==> config.mk <==
export PLATFORM = sky130hd
export DESIGN_NAME = hsl_rr_tx_arbiter
export DESIGN_NICKNAME = d
export VERILOG_FILES = /design/src/rtl/hsl_rr_arb_pkg.sv /design/src/rtl/alt_lut6.sv /design/src/rtl/hsl_rr_grant_lut.sv /design/src/rtl/hsl_rr_tx_arbiter.sv
export SDC_FILE = /design/constraint.sdc
export NUM_CORES = 1
export LEC_CHECK = 0
export ABC_AREA = 1
export CAP_MARGIN = 15
export CORE_AREA = 2 2 133 135
export DETAILED_ROUTE_END_ITERATION = 6
export DIE_AREA = 0 0 135 137
export DONT_BUFFER_PORTS = 1
export PLACE_DENSITY_LB_ADDON = 0.3
export SLEW_MARGIN = 0
export SYNTH_ARGS = -nofsm -noshare
export SYNTH_HDL_FRONTEND = slang
export SYNTH_SLANG_ARGS = --single-unit
==> constraint.sdc <==
create_clock -name clk -period 2.4 [get_ports clk]
set_clock_uncertainty 0.2 [all_clocks]
set_input_delay 0.48 -clock clk [delete_from_list [all_inputs] [get_ports clk]]
set_output_delay 0.48 -clock clk [all_outputs]
set_load 0.1 [all_outputs]
==> src/rtl/hsl_rr_arb_pkg.sv <==
// Shared types and LUT mask generation for the HSL TX round-robin arbiter.
// The grant masks are evaluated at elaboration time.
package hsl_rr_arb_pkg;

  localparam int N_REQ = 4;

  typedef enum logic {
    IDLE   = 1'b0,
    LOCKED = 1'b1
  } state_t;

  // Index = {ptr[1:0], req[3:0]}; bit set iff k wins the cyclic search.
  function automatic logic [63:0] rr_grant_mask(input int k);
    logic [63:0] m;
    logic [5:0]  ix;
    logic [3:0]  r;
    int          p;
    int          w;
    m = '0;
    for (int idx = 0; idx < 64; idx++) begin
      ix = 6'(idx);
      r  = ix[3:0];
      p  = int'(ix[5:4]);
      w  = -1;
      for (int s = 0; s < N_REQ; s++) begin
        if (w < 0 && r[(p + s) % N_REQ]) w = (p + s) % N_REQ;
      end
      m[idx] = (w == k);
    end
    return m;
  endfunction

endpackage

==> src/rtl/alt_lut6.sv <==
// Six-input lookup cell; MASK bit din drives the output.
// SIM_EMULATE selects a direct indexed read instead of the masked reduction.
module alt_lut6 #(
  parameter logic [63:0] MASK        = '0,
  parameter logic        SIM_EMULATE = 1'b0
) (
  input  logic [5:0] din,
  output logic       dout
);

  if (SIM_EMULATE) begin : g_emu
    assign dout = MASK[din];
  end else begin : g_cell
    assign dout = |(MASK & (64'd1 << din));
  end

endmodule

==> src/rtl/hsl_rr_grant_lut.sv <==
// Round-robin grant function: one LUT6 per grant bit.
// Output is one-hot, or zero when no request is present.
module hsl_rr_grant_lut
  import hsl_rr_arb_pkg::*;
#(
  parameter logic SIM_EMULATE = 1'b0
) (
  input  logic [N_REQ-1:0] req,
  input  logic [1:0]       ptr,
  output logic [N_REQ-1:0] gnt
);

  for (genvar k = 0; k < N_REQ; k++) begin : g_lut
    alt_lut6 #(
      .MASK        (rr_grant_mask(k)),
      .SIM_EMULATE (SIM_EMULATE)
    ) u_lut (
      .din  ({ptr, req}),
      .dout (gnt[k])
    );
  end

endmodule

==> src/rtl/hsl_rr_tx_arbiter.sv <==
// Packet-locked round-robin arbiter sharing one HSL TX stream
// between four sources.
module hsl_rr_tx_arbiter
  import hsl_rr_arb_pkg::*;
#(
  parameter int   WIDTH       = 64,
  parameter logic SIM_EMULATE = 1'b0
) (
  input  logic                   clk,
  input  logic                   reset,
  input  logic [N_REQ-1:0]       in_valid,
  input  logic [N_REQ*WIDTH-1:0] in_data,
  input  logic [N_REQ-1:0]       in_last,
  output logic [N_REQ-1:0]       in_ready,
  output logic                   out_valid,
  output logic [WIDTH-1:0]       out_data,
  output logic                   out_last,
  input  logic                   out_ready,
  output logic [N_REQ-1:0]       grant,
  output logic                   busy
);

  state_t           state;
  logic [1:0]       ptr;
  logic [N_REQ-1:0] gnt_q;
  logic [N_REQ-1:0] lut_gnt;
  logic [N_REQ-1:0] sel;
  logic [1:0]       gidx;
  logic             xfer;

  hsl_rr_grant_lut #(
    .SIM_EMULATE (SIM_EMULATE)
  ) u_lut (
    .req (in_valid),
    .ptr (ptr),
    .gnt (lut_gnt)
  );

  // Outputs are forced quiet while reset is held.
  assign sel   = reset ? '0 : gnt_q;
  assign grant = gnt_q;
  assign busy  = (state == LOCKED);

  assign out_valid = |(in_valid & sel);
  assign out_last  = |(in_last & sel);
  assign in_ready  = sel & {N_REQ{out_ready}};
  assign xfer      = out_valid & out_ready;

  always_comb begin
    out_data = '0;
    for (int i = 0; i < N_REQ; i++) begin
      out_data |= in_data[i*WIDTH +: WIDTH] & {WIDTH{sel[i]}};
    end
  end

  always_comb begin
    gidx = 2'd0;
    unique case (1'b1)
      gnt_q[1]: gidx = 2'd1;
      gnt_q[2]: gidx = 2'd2;
      gnt_q[3]: gidx = 2'd3;
      default:  gidx = 2'd0;
    endcase
  end

  always_ff @(posedge clk) begin
    if (reset) begin
      state <= IDLE;
      ptr   <= 2'd0;
      gnt_q <= '0;
    end else begin
      case (state)
        IDLE: begin
          if (|in_valid) begin
            gnt_q <= lut_gnt;
            state <= LOCKED;
          end
        end
        LOCKED: begin
          if (xfer && out_last) begin
            ptr   <= gidx + 2'd1;
            gnt_q <= '0;
            state <= IDLE;
          end
        end
        default: state <= IDLE;
      endcase
    end
  end

endmodule

==> results of run 1 <==
logic make-up (layout without fill, tap and decap cells):
kind of cell	after synthesis	count (layout)
buf+inv	43	101
flops	7	7
compound gates	14	14
simple gates	377	377
sequential cells by signal (all words and copies together) (netlist names):
register  count
grant         4
ptr           2
busy          1
metal layers:
metal  vias to the layer above  part of all wire [%]  GRT usage (%)
met5                         -                     0              0
met4                         0                   1.4           1.97
met3                        18                    11           3.26
met2                       245                    50           19.9
met1                      1526                    38           13.6
li1                       1567                     -              -
worst max-delay path by stage:
| stage | to | slack [ns] | cells after the start |
|---|---|---|---|
| after global placement | out_data[24] | 0.27 | 7 |
| after detailed placement | out_data[43] | 0.28 | 5 |
| final | out_data[39] | 0.09 | 6 |
| after CTS | out_data[43] | 0.05 | 6 |
| after global routing | out_data[39] | 0.02 | 6 |
| after floorplan | out_data[13] | -0.34 | 9 |
final cells by class:
class / instances / area (um2) / area share, %
Clock buffer: 4 / 78.8 / 2.04
Tap cell: 225 / 282 / 7.28
Inverter: 15 / 63.8 / 1.65
Timing Repair Buffer: 82 / 1510 / 39.0
Sequential cell: 7 / 153 / 3.95
Multi-Input combinational cell: 391 / 1780 / 46.1
power by group:
group	switching [W]	internal, W	total, W
registers	0.00000351	0.000122	0.000126
clock network	0.0000609	0.000221	0.000282
logic	0.00101	0.000439	0.00145
per-stage QoR:
stage                     hold WS, ns  util [%]  setup WS, ns  instance area, um2  total power, W
after floorplan                 0.336         -        -0.337                2180         0.00106
after global placement          0.345      22.2         0.269                3790         0.00158
after detailed placement        0.358      22.2         0.279                3790         0.00158
after CTS                       0.121      22.7        0.0469                3860         0.00187
after global routing            0.124      22.7        0.0232                3870         0.00192
final                           0.127      22.7        0.0898                3870         0.00186
synth_stat cells:
master      n
o211a_1     1
buf_4       1
o21ai_1     1
nand3_2     3
nor2_1     14
o21ai_0     3
a21oi_1     8
nand2_1   274
inv_1      12
nand2_2     1
nand3_4     1
nand3_1    13
nand2_4     1
buf_6       2
nand4_1    64
nor2_2      3
buf_12      1
buf_2      13
nor3_1      3
o211ai_1    1
inv_8       1
dfxtp_1     7
clkbuf_1   11
inv_2       2
critical path: stages (launching register included):
cell	delay [ns]
dfxtp_4	0.33
inv_1	0.09
nor2_4	0.13
buf_4	0.33
nand2_1	0.10
nand4_1	0.18
buf_12	0.20
timing repair:
action | 4_1_cts | 5_1_grt
hold buffers | 0 | 0
gates resized for setup | 0 | 1
setup endpoints to repair | 0 | 2
==> reports/metrics.cfg, run 1 <==
[layout]
n_antenna_cell=0
final_cell_mix=nand2_1 (272), buf_12 (71), nand4_1 (64), nand3_1 (13), nor2_1 (13)
drive_gt1_share_pct=21.6
nFillCells=1904
area_growth_pct=85.7
layout_commonest_cell=nand2_1
final_cells=724
fin_nets=767

[hold_path]
hold-path-endpoint=ptr[0]
worstHoldStart=reset
hold_depth=1
hold_class=input port to flop

[floorplanning]
die_h_um=137
io_pins=342
row_count=48
die_x_um=135
start_util_pct=12.2
die_area_um2=18500
core-area_um2=17100

[global_route]
antenna_found_initial=0
grt_overflow_total=0
grt_pass1_vias=2949
grt_pass1_wl_um=16100
grt_max_degree=39
grt_usage_pct=11.2

[cts]
post_cts_buffers=0
cts_tree=built
cts_buffers=3
cts_root_buf=clkbuf_16
clk_latency_ns=0.23
clkTransAtPathRegs_ns=0.04
h-tree-depth=1
clockBufferDepth=2
clock-sinks=7

[placement]
gp_congestion=0.815
portBuffers=0
dp_cells=720
hpwl_um=10300

[sta]
finalCriticalPeriod_ns=2.31
slew_violations=0
finalSetupTns_ns=0
relSlewSlack_pct=76.9
hold_viol_final=0
setup_viol=0
worst_slew_pin_slew_ns=0.346
period_share_pct=96.3
rsz0062_at_grt=no
max_clock_freq_mhz=433

[power]
ir_worst_vdd_uv=182
cellPowerDensity_nw_per_um2=480
p_leak_nw=1.49

[critical_path]
cp_max_fo=30
timing.rr.start=grant[2]
r2r_end=grant[3]
ff2ff_setup_slack_ns=0.48
arrival_ns=1.63
endpoint_kind=output port
critPathRequiredTime_ns=1.72
reg2reg_depth=8
crit_type=flop to output port
worstSetupStartpointType=flop
startpoint=grant[1]

[synth]
yosysTopAreaCell=nand2_1
synth_compound_area_share_pct=3.72
ys_seq_elements=7
synth_top_family_by_area=simple AND/OR/NAND/NOR gates
synth_fa_ha_area_share_pct=0
synth.distinct_cells=24
synth_area_leaders=nand2_1 (49%), nand4_1 (19%), dfxtp_1 (6.7%)
synthCells=441
synth.top_cell.area_share_pct=49.4
synth-xor-area-share_pct=0
yosys.area_share.simple_pct=79.0
syn_area_per_cell_um2=4.72
syn_area_um2=2080
synthMuxAreaShare_pct=0
ys_warn_count=0
ys_seq_area_share_pct=6.73
synth_nets=708

[detailed_routing]
wl_per_cell_um=16.9
first_iter_violations=216
drt-total-wl_um=12200
ant_nets=0
routed_via_density=4.64
first_pass_iters=5
route.detailed.drc=0
num_vias=3356

[status]
outcome=completed

[job]
maxCapViolCount=0

Note: power is estimated with default switching activity, not from simulation.
==> run 2: changes to the inputs <==
--- a/config.mk
+++ b/config.mk
@@ -6,11 +6,13 @@
 export NUM_CORES = 1
 export LEC_CHECK = 0
 export ABC_AREA = 1
+export ABC_CLOCK_PERIOD_IN_PS = 2400
 export CAP_MARGIN = 15
 export CORE_AREA = 2 2 133 135
 export DETAILED_ROUTE_END_ITERATION = 6
 export DIE_AREA = 0 0 135 137
 export DONT_BUFFER_PORTS = 1
+export MAX_ROUTING_LAYER = met4
 export PLACE_DENSITY_LB_ADDON = 0.3
 export SLEW_MARGIN = 0
 export SYNTH_ARGS = -nofsm -noshare
==> run 2 against run 1 <==
Net effect:
- sequential power about the same
- wire length barely moved
- first-iteration DRC count rose by 11%
- die area did not move
- worst setup slack better by 0.00077 ns
- via count is 1.2% lower
- sequential share of layout area is the same
- design area unchanged
- worst hold slack is essentially flat
- sequential cell count unchanged
- clock power about the same
- critical path type unchanged
- critical endpoint is now out_data[44]
- highest routed layer unchanged
==> reports/metrics.cfg, run 2 (same netlist as run 1, synthesis figures left out) <==
[power]
ir_worst_vdd_uv=182  ; about the same
cellPowerDensity_nw_per_um2=480  ; about the same
p_leak_nw=1.49  ; unchanged

[status]
outcome=completed  ; unchanged

[detailed_routing]
num_vias=3315  ; was 3356
first_iter_violations=240  ; was 216
route.detailed.drc=0  ; unchanged
first_pass_iters=5  ; unchanged
drt-total-wl_um=12200  ; about the same
wl_per_cell_um=16.9  ; about the same
routed_via_density=4.58  ; was 4.64
ant_nets=0  ; unchanged

[cts]
cts_buffers=3  ; unchanged
clk_latency_ns=0.23  ; about the same
post_cts_buffers=0  ; unchanged
cts_root_buf=clkbuf_16  ; unchanged
clockBufferDepth=2  ; unchanged
h-tree-depth=1  ; unchanged
cts_tree=built  ; unchanged
clock-sinks=7  ; unchanged
clkTransAtPathRegs_ns=0.04  ; about the same

[floorplanning]
die_area_um2=18500  ; unchanged
row_count=48  ; unchanged
core-area_um2=17100  ; unchanged
io_pins=342  ; unchanged
die_x_um=135  ; unchanged
start_util_pct=12.2  ; unchanged
die_h_um=137  ; unchanged

[layout]
n_antenna_cell=0  ; unchanged
layout_commonest_cell=nand2_1  ; unchanged
final_cells=724  ; unchanged
largest_reg_flops=4  ; unchanged
utilization_pct=22.7  ; unchanged
area_growth_pct=85.7  ; unchanged
final_cell_mix=nand2_1 (272), buf_12 (71), nand4_1 (64), nand3_1 (13), nor2_1 (13)  ; unchanged
nFillCells=1904  ; unchanged
drive_gt1_share_pct=21.6  ; unchanged
fin_nets=767  ; unchanged

[placement]
portBuffers=0  ; unchanged
hpwl_um=10300  ; unchanged
dp_cells=720  ; unchanged
gp_congestion=0.827  ; was 0.815

[critical_path]
reg2reg_depth=8  ; unchanged
cp_max_fo=30  ; unchanged
r2r_end=grant[3]  ; unchanged
endpoint_kind=output port  ; unchanged
arrival_ns=1.63  ; about the same
ff2ff_setup_slack_ns=0.47  ; was 0.48 ns
worstSetupStartpointType=flop  ; unchanged
critPathRequiredTime_ns=1.72  ; about the same
crit_type=flop to output port  ; unchanged
timing.rr.start=grant[2]  ; unchanged

[sta]
hold_viol_final=0  ; unchanged
period_share_pct=96.2  ; was 96.3%
rsz0062_at_grt=no  ; unchanged
relSlewSlack_pct=77.1  ; was 76.9%
max_clock_freq_mhz=433  ; about the same
slew_violations=0  ; unchanged
setup_viol=0  ; unchanged
worst_slew_pin_slew_ns=0.344  ; was 0.346 ns
finalCriticalPeriod_ns=2.31  ; about the same

[global_route]
antenna_found_initial=0  ; unchanged
grt_pass1_wl_um=16100  ; about the same
grt_overflow_total=0  ; unchanged
grt_pass1_vias=2949  ; unchanged
grt_usage_pct=11.5  ; was 11.2%
grt_max_degree=39  ; unchanged

[hold_path]
hold_class=input port to flop  ; unchanged
worstHoldStart=reset  ; unchanged
hold-path-endpoint=ptr[0]  ; unchanged
hold_depth=1  ; unchanged

[job]
maxCapViolCount=0  ; unchanged

[run 2: cell counts in the layout (fill, tap and decap cells not counted)]
Identical to the previous run, type by type.
[run 2: critical path, cell delays in order (launching register included)]
cell	delay, ns
dfxtp_4	0.33
inv_1	0.09
nor2_4	0.13
buf_4	0.33
nand2_1	0.11
nand4_1	0.18
buf_12	0.20
[run 2: layer usage]
layer / routed length (um) / track usage [%] / vias up
met5: 0 / - / -
met4: 140 / 1.85 / 0
met3: 1350 / 3.26 / 12
met2: 6060 / 19.9 / 228
met1: 4660 / 13.6 / 1509
li1: - / - / 1566
[run 2: per-stage QoR]
step | total power (W) | setup slack (ns) | cell area, um2 | hold slack, ns | setup TNS [ns]
floorplan | 0.00106 | -0.337 | 2180 | 0.336 | -20.52
global placement | 0.00158 | 0.269 | 3790 | 0.345 | 0
detailed placement | 0.00158 | 0.279 | 3790 | 0.358 | 0
CTS | 0.00187 | 0.0469 | 3860 | 0.121 | 0
global route | 0.00192 | 0.0234 | 3870 | 0.124 | 0
finish | 0.00186 | 0.0905 | 3870 | 0.127 | 0
[run 2: how the worst max path moves through the flow]
| stage | cells past startpoint | slack, ns | to | from |
|---|---|---|---|---|
| 2_1_floorplan | 9 | -0.34 | out_data[13] | reset |
| 5_1_grt | 6 | 0.02 | out_data[59] | grant[1] |
| 3_5_place_dp | 5 | 0.28 | out_data[43] | reset |
| 6_report | 6 | 0.09 | out_data[44] | grant[1] |
| 4_1_cts | 6 | 0.05 | out_data[43] | grant[3] |
| 3_3_place_gp | 7 | 0.27 | out_data[24] | reset |
[run 2: cell type report]
class | instances | area [um2] | share of cell area [%]
repair buffers | 82 | 1510 | 39.0
inverters | 15 | 63.8 | 1.65
well taps | 225 | 282 | 7.28
flip-flops and latches | 7 | 153 | 3.95
multi-input cells | 391 | 1780 | 46.1
clock buffers | 4 | 78.8 | 2.04
[run 2: power breakdown]
group / internal, W / total, W / switching, W
sequential: 0.000122 / 0.000126 / 0.00000358
clock: 0.000221 / 0.000282 / 0.0000610
combinational: 0.000439 / 0.00145 / 0.00101
total: 0.000782 / 0.00186 / 0.00107
[run 2: what timing repair did]
item | in CTS | in global routing
resized for setup | 0 | 1
hold buffers | 0 | 0
setup endpoints to repair | 0 | 1
hold endpoints to repair | 0 | 0
==> run 3: changes to the inputs <==
--- a/config.mk
+++ b/config.mk
@@ -9,6 +9,7 @@
 export ABC_CLOCK_PERIOD_IN_PS = 2400
 export CAP_MARGIN = 15
 export CORE_AREA = 2 2 133 135
+export CTS_CLUSTER_DIAMETER = 80
 export DETAILED_ROUTE_END_ITERATION = 6
 export DIE_AREA = 0 0 135 137
 export DONT_BUFFER_PORTS = 1
==> results of run 3 <==
Final layout, timing and power as in run 2 (identical DEF).
